==> config.mk <==
export PLATFORM = sky130hd
export DESIGN_NAME = rvfpm_issue_driver
export DESIGN_NICKNAME = d
export VERILOG_FILES = /design/src/rtl/rvfpm_issue_driver.sv
export SDC_FILE = /design/constraint.sdc
export NUM_CORES = 1
export LEC_CHECK = 0
export CAP_MARGIN = 40
export CORE_UTILIZATION = 35
export DETAILED_ROUTE_END_ITERATION = 10
export HOLD_SLACK_MARGIN = 0.12
export PLACE_DENSITY_LB_ADDON = 0.1
export RECOVER_POWER = 50
export SLEW_MARGIN = 40
export SYNTH_ARGS = -nofsm -noshare
export SYNTH_HDL_FRONTEND = slang
export SYNTH_SLANG_ARGS = --single-unit
==> constraint.sdc <==
create_clock -name ck -period 2.7 [get_ports ck]
set_input_delay 0.54 -clock ck [delete_from_list [all_inputs] [get_ports ck]]
set_output_delay 0.54 -clock ck [all_outputs]
set_load 0.03 [all_outputs]
==> src/rtl/rvfpm_issue_driver.sv <==
// rvfpm_issue_driver: queues RV32 FP instructions, issues them to an FPU pipeline and
// tracks in-flight destinations. Define RVFPM_HAZARD_CHECK_EN to enable RAW-hazard stalls.
module rvfpm_issue_driver #(
  parameter int NUM_REGS        = 32,
  parameter int PIPELINE_STAGES = 4,
  parameter int FIFO_DEPTH      = 4
) (
  input  logic        ck,
  input  logic        rst,
  input  logic        in_valid,
  output logic        in_ready,
  input  logic [31:0] in_instr,
  input  logic        halt,
  output logic        enable,
  output logic [31:0] instruction,
  output logic        issue_valid,
  output logic        hazard_stall,
  output logic        retire_valid,
  output logic [4:0]  retire_rd,
  output logic [4:0]  inflight_cnt,
  output logic [31:0] issue_cnt,
  output logic [15:0] illegal_cnt
);

  localparam int AW   = (FIFO_DEPTH > 1) ? $clog2(FIFO_DEPTH) : 1;
  localparam int RW   = (NUM_REGS > 1) ? $clog2(NUM_REGS) : 1;
  localparam int LAST = PIPELINE_STAGES - 1;
  localparam logic [AW:0] DEPTH_CNT = FIFO_DEPTH[AW:0];
`ifdef RVFPM_HAZARD_CHECK_EN
  localparam bit HAZARD_EN = 1'b1;
`else
  localparam bit HAZARD_EN = 1'b0;
`endif

  logic [31:0]                mem [FIFO_DEPTH];
  logic [AW-1:0]              wr_ptr, rd_ptr;
  logic [AW:0]                count;
  logic                       q_empty, q_full;
  logic                       do_push, do_pop, do_issue, do_drop;
  logic [31:0]                head;
  logic                       legal, writes_rd, use_rs1, use_rs2, use_rs3, raw_hit;
  logic [RW-1:0]              rs1, rs2, rs3;
  logic [PIPELINE_STAGES-1:0] sh_valid, sh_wr;
  logic [4:0]                 sh_rd [PIPELINE_STAGES];

  assign head     = mem[rd_ptr];
  assign q_empty  = (count == '0);
  assign q_full   = (count == DEPTH_CNT);
  assign in_ready = rst && !q_full;
  assign do_push  = in_valid && in_ready;

  assign rs1 = head[15 +: RW];
  assign rs2 = head[20 +: RW];
  assign rs3 = head[27 +: RW];

  always_comb begin
    legal     = 1'b1;
    writes_rd = 1'b0;
    use_rs1   = 1'b0;
    use_rs2   = 1'b0;
    use_rs3   = 1'b0;
    case (head[6:0])
      7'b0000111: writes_rd = 1'b1;
      7'b0100111: use_rs2 = 1'b1;
      7'b1010011: begin
        use_rs1   = 1'b1;
        use_rs2   = 1'b1;
        writes_rd = 1'b1;
      end
      7'b1000011, 7'b1000111, 7'b1001011, 7'b1001111: begin
        use_rs1   = 1'b1;
        use_rs2   = 1'b1;
        use_rs3   = 1'b1;
        writes_rd = 1'b1;
      end
      default: legal = 1'b0;
    endcase
  end

  // Register indices alias modulo NUM_REGS when the file is smaller than 32 entries
  always_comb begin
    raw_hit = 1'b0;
    for (int i = 0; i < PIPELINE_STAGES; i++) begin
      if (sh_valid[i] && sh_wr[i]) begin
        if ((use_rs1 && sh_rd[i][RW-1:0] == rs1) ||
            (use_rs2 && sh_rd[i][RW-1:0] == rs2) ||
            (use_rs3 && sh_rd[i][RW-1:0] == rs3))
          raw_hit = 1'b1;
      end
    end
  end

  assign hazard_stall = HAZARD_EN && !q_empty && legal && raw_hit;
  assign do_issue     = !q_empty && legal && enable && !hazard_stall;
  assign do_drop      = !q_empty && !legal && enable;
  assign do_pop       = do_issue || do_drop;

  always_comb begin
    inflight_cnt = 5'd0;
    for (int i = 0; i < PIPELINE_STAGES; i++)
      inflight_cnt = inflight_cnt + {4'd0, sh_valid[i]};
  end

  always_ff @(posedge ck) begin
    if (do_push) mem[wr_ptr] <= in_instr;
  end

  always_ff @(posedge ck or negedge rst) begin
    if (!rst) begin
      wr_ptr <= '0;
      rd_ptr <= '0;
      count  <= '0;
    end else begin
      if (do_push) wr_ptr <= wr_ptr + AW'(1);
      if (do_pop)  rd_ptr <= rd_ptr + AW'(1);
      case ({do_push, do_pop})
        2'b10:   count <= count + (AW+1)'(1);
        2'b01:   count <= count - (AW+1)'(1);
        default: count <= count;
      endcase
    end
  end

  always_ff @(posedge ck or negedge rst) begin
    if (!rst) begin
      enable       <= 1'b0;
      instruction  <= '0;
      issue_valid  <= 1'b0;
      retire_valid <= 1'b0;
      retire_rd    <= '0;
      issue_cnt    <= '0;
      illegal_cnt  <= '0;
      sh_valid     <= '0;
      sh_wr        <= '0;
      for (int i = 0; i < PIPELINE_STAGES; i++) sh_rd[i] <= '0;
    end else begin
      enable      <= !halt;
      instruction <= do_issue ? head : 32'd0;
      issue_valid <= do_issue;
      if (do_issue) issue_cnt <= issue_cnt + 32'd1;
      if (do_drop && illegal_cnt != 16'hFFFF) illegal_cnt <= illegal_cnt + 16'd1;
      // Shadow tracks the FPU pipeline exactly, so it freezes whenever the FPU does
      if (enable) begin
        retire_valid <= sh_valid[LAST];
        retire_rd    <= sh_valid[LAST] ? sh_rd[LAST] : 5'd0;
        for (int i = LAST; i > 0; i--) begin
          sh_valid[i] <= sh_valid[i-1];
          sh_wr[i]    <= sh_wr[i-1];
          sh_rd[i]    <= sh_rd[i-1];
        end
        sh_valid[0] <= do_issue;
        sh_wr[0]    <= do_issue && writes_rd;
        sh_rd[0]    <= do_issue ? head[11:7] : 5'd0;
      end else begin
        retire_valid <= 1'b0;
        retire_rd    <= 5'd0;
      end
    end
  end

endmodule

* Word level (Yosys, flattened, before mapping)
Memory sizes are Yosys's and may differ from the RTL's.
Index checks and enable logic that the tools add are counted.
** Storage, ports and cells
- Flip-flop bits (word level) :: 119
- Memory bits (writable) :: 128
- Bits of input ports :: 36
- Output and inout port bits :: 95
- Logic and storage cells :: 60
- Memories :: 1
** Cells by class
- Add/sub/neg operators :: 9
- Eq/ne operators :: 11
- Multiplexer cells :: 9
- Reduce and logical (&&, ||, !) cells :: 15
** Memories
- mem :: words 4, bits a word 32, rd ports 1, clocked after memory_dff 0, wr ports 1, RTL line 35 : logic [31:0] mem [FIFO_DEPTH];
** Operator list (count)
- $eq 7x7->1 const B :: 5
- $add 32x1->32 const B :: 1
- $mux 32 :: 1
- $add 16x1->16 const B :: 1
- $ne 16x16->1 const B :: 1
- $mux 5 :: 3
- $eq 7x3->1 const B :: 1
- $eq 7x6->1 const B :: 1
- $logic_and 1x1->1 :: 7
- $reduce_or 7->1 :: 1
- $pmux 3 s2 :: 1
- $add 2x1->2 const B :: 2
- $add 3x1->4 :: 1
- $logic_not 1->1 :: 4
- $mux 1 :: 4
- $add 2x1->3 :: 1
- $add 3x1->3 const B :: 1
- $eq 3x3->1 const B :: 1
- $logic_not 3->1 :: 1
- $sub 3x1->3 const B :: 1
- $add 1x1->2 :: 1
- $eq 2x1->1 const B :: 1
- $eq 2x2->1 const B :: 1
- $reduce_bool 2->1 :: 1
- $logic_or 1x1->1 :: 1

* Longest topological paths before layout
An unclocked memory read counts as a cell.
- Depth after elaboration :: 10
- Depth in mapped cells :: 11

* Worst setup path before layout
Ideal clock, no wire load.
- Kind :: input port to flip-flop
- Start point :: input port rst
- End point :: memory mem[1][0], enable pin
- Library setup time :: 0.392 ns
- Arrival time :: 2.165 ns
- Data required time :: 2.308 ns
- Path slack :: 0.143 ns
- Stages :: 3
- Buffers on the path :: 0
- Cells stage by stage :: inv_1 > a31oi_1 > and3_1
** On the way
- Cells in the longest elaborated chain, start to end :: 4
** RTL lines
- from (decl) :: RTL line 9 : input logic rst,
- $logic_and 1x1->1 :: RTL line 49 : assign in_ready = rst && !q_full;
- net in_ready :: RTL line 11 : output logic in_ready,
- $logic_and 1x1->1 :: RTL line 50 : assign do_push = in_valid && in_ready;
- $mux 1 :: RTL line 105 : if (do_push) mem[wr_ptr] <= in_instr;
- $mux 1 (not written as such) :: RTL line 105
- to (decl) :: RTL line 35
The timed path passes the listed nets, and every way through them passes these cells.

* Worst setup path in the final report
- Start point :: register rd_ptr[0]
- End point :: register issue_cnt[25]
** On the way
- Cells in the longest elaborated chain, start to end :: 6
- Elaborated cells between the ends (all ways) :: 12
** RTL lines
- from (decl) :: RTL line 36 : logic [AW-1:0] wr_ptr, rd_ptr;
- from (signal assigned) :: RTL line 115 : if (do_pop) rd_ptr <= rd_ptr + AW'(1);
- $mem_v2 4x32 (*)
- $eq 7x7->1 (tied with other cells) :: RTL line 62 : case (head[6:0])
- $reduce_or 7->1 (no line) (*)
- $mux 1 (*) :: RTL line 62
- $logic_and 1x1->1 (*) (2 in a row) :: RTL line 94 : assign do_issue = !q_empty && legal && enable && !hazard_stall;
- to (signal assigned) :: RTL line 140 : if (do_issue) issue_cnt <= issue_cnt + 32'd1;
- to (decl) :: RTL line 21 : output logic [31:0] issue_cnt,
Every way passes the cells marked *; elsewhere a longest branch is shown, timed or not.
A chain may end at the register's enable or synchronous reset.

==> results.json <==
{
  "leakage_nw": 5.05,
  "cp_top_family": "simple AND/OR/NAND/NOR gates",
  "grt_max_degree": 120,
  "synth_area_leaders": "edfxtp_1 (40%), dfrtp_1 (31%), mux4_2 (7.3%), and3_1 (3.0%), xor2_1 (2.4%)",
  "drv_cap": 1,
  "min_period_ps": 2610,
  "fp-row-count": 60,
  "rsz0062_at_grt": "true",
  "violations": "max-capacitance violations, max-slew violations",
  "grt_first_pass_wirelength_um": 32200,
  "peakVddDrop_mv": 0.496,
  "portBuffers": 127,
  "syn_area_per_cell_um2": 16.3,
  "cts_tree": "done",
  "required_ps": 3110,
  "cp_slowest_stage_delay_ps": 630,
  "max_slew_margin": -0.154,
  "dp_worst_setup_slack_ps": 58.8,
  "worstMarginPinSlew_ps": 1730,
  "synth-seq-cells": 247,
  "synthFlopType": "edfxtp_1",
  "nFillCells": 2361,
  "fp.dieH_um": 168,
  "synth-edff-count": 128,
  "seq_area_frac_synth": 0.709,
  "clk_path_buf_depth": 3,
  "die_w_um": 168,
  "clkLatencyLatePin_ps": 530,
  "hold_buffers": 0,
  "power_mw": 11.0,
  "crit_type": "reg -> reg",
  "ant_nets": 0,
  "yosysMostFrequentCell": "edfxtp_1",
  "h-tree-depth": 1,
  "netlist.area_leader.share": 0.399,
  "drive_gt1_frac": 0.192,
  "path_clk_slew_ps": 60,
  "slowest_stage": "or4_4",
  "max_freq_ghz": 0.383,
  "cts_root_buf": "clkbuf_16",
  "hpwlAfterDp_um": 12700,
  "wl_per_cell_um": 18.3,
  "worst_setup_path_end_kind": "register",
  "remaining_drc_errors": 0,
  "cts_num_sinks": 247,
  "via_per_inst": 4.97,
  "dieArea_um2": 28200,
  "antenna_found_initial": 8,
  "path_cells": "mux4_2 > mux2_4 > or4_4 > or3_1 > xnor2_1",
  "initial_utilization": 0.357,
  "finalWirelength_um": 20400,
  "grt_usage": 0.147,
  "core-area_um2": 27000,
  "grt-ovfl-total": 0,
  "io_pins": 131,
  "cp-start-kind": "register",
  "crit_path_max_fanout": 11,
  "hold_path.class": "reg -> reg",
  "synthArstFlopShare": 0.482,
  "arrival_ps": 3030,
  "power_density_nw_per_um2": 889,
  "final_hold_viol_count": 0,
  "area_delta_synth_final_pct": 28.8,
  "synth_top_area_cell": "edfxtp_1",
  "synthDistinctLibCells": 38,
  "outcome": "complete, but fails checks",
  "crit_buf_inv": 0,
  "finalSetupViolCount": 0,
  "drv_slew": 120,
  "layout_setup_ws_ps": 86.4,
  "cts_buffers": 28,
  "grt_pass1_vias": 5649,
  "num_vias": 5541,
  "ys_warn_count": 0,
  "skew_ps": 8.31,
  "place.gp.congestion": 0.810,
  "holdWs_ps": 482,
  "drt_iter0_markers": 364,
  "final_net_count": 796,
  "synth_area_um2": 9630,
  "synth_commonest_cells": "edfxtp_1 (128), dfrtp_1 (119), and3_1 (46)",
  "netlist_instances": 589,
  "period_share": 0.968,
  "first_pass_iters": 4
}
[stage by stage]
stage / std cells / cell area (um^2) / utilization / TNS (ps)
6_report: 1115 / 12400 / 0.460 / 0
3_5_place_dp: 1055 / 11400 / 0.424 / 0
5_1_grt: 1114 / 12400 / 0.460 / -24.2
3_3_place_gp: 1055 / 11400 / 0.424 / 0
2_1_floorplan: 591 / 9630 / - / 0
4_1_cts: 1107 / 12400 / 0.459 / 0
[sequential cells by signal, summed over array words and instances, names as in the netlist, 3 cells and up]
name         count
illegal_cnt     16
mem            128
issue_cnt       32
retire_rd        5
instruction     32
sh_valid         4
sh_rd           20
count            3
[repair_timing]
action | CTS | global route
pin swaps | 0 | 3
endpoints found under the setup margin | 3 | 5
gates resized for setup | 13 | 6
setup buffers | 0 | 5
[path summary, 6_finish.rpt]
kind	start	endpoint	slack, ps	depth (start not counted)
max reg2reg	rd_ptr[0]$_DFFE_PN0P_	issue_cnt[25]$_DFFE_PN0P_	90	5
max	rd_ptr[0]$_DFFE_PN0P_	issue_cnt[25]$_DFFE_PN0P_	90	5
min reg2reg	sh_rd[15]$_DFFE_PN0P_	sh_rd[15]$_DFFE_PN0P_	480	1
min	sh_rd[15]$_DFFE_PN0P_	sh_rd[15]$_DFFE_PN0P_	480	1
max in group asynchronous	rst	rd_ptr[1]$_DFFE_PN0P_	690	2
min in group asynchronous	rst	retire_rd[4]$_DFF_PN0_	780	2
[power breakdown]
group / leakage [nW] / internal, mW / switching [mW]
Combinational: 1.82 / 1.14 / 1.40
Sequential: 2.79 / 4.44 / 0.261
Clock: 0.444 / 2.27 / 1.51
[layer usage]
layer  routed length [um]  GRT usage  part of all wire
met1                 9290      0.205              0.46
met4                  500     0.0403             0.025
met3                 1330     0.0329             0.065
met5                   40          0            0.0020
met2                 9230      0.232              0.45
[cell type report]
class,count,area (um^2),area share
sequential,247,6820,0.550
multi-input combinational,292,2610,0.211
timing repair buffer,157,1500,0.121
clock buffer,32,747,0.0603
tap,341,427,0.0344
clock inverter,20,189,0.0152
inverter,23,86.3,0.00696
antenna,3,7.51,0.000606
[cell families (layout without fill, tap and decap cells)]
family / after synthesis / in the layout / share of synthesized area
fa+ha+maj: 11 / 11 / 0.0159
buf+inv: 52 / 232 / 0.0231
xor+xnor: 50 / 50 / 0.0455
compound gates: 11 / 11 / 0.00741
simple gates: 164 / 164 / 0.101
flops: 247 / 247 / 0.709
mux: 53 / 53 / 0.0985
other cells: 1 / 6 / 0.000390
[cells in the final DEF (no fill, tap or decap), types with 8 or more instances in the layout]
master / instances
and3_1: 43
buf_4: 23
clkbuf_16: 29
clkdlybuf4s50_1: 89
dfrtp_1: 117
dlygate4sd3_1: 33
edfxtp_1: 128
inv_1: 20
mux2_2: 20
mux4_2: 31
nand2_1: 26
nand3_1: 21
nand4_1: 16
nor2_1: 8
nor3_1: 14
nor4_1: 13
xnor2_1: 24
xor2_1: 26
(Power assumes the default switching activity.)
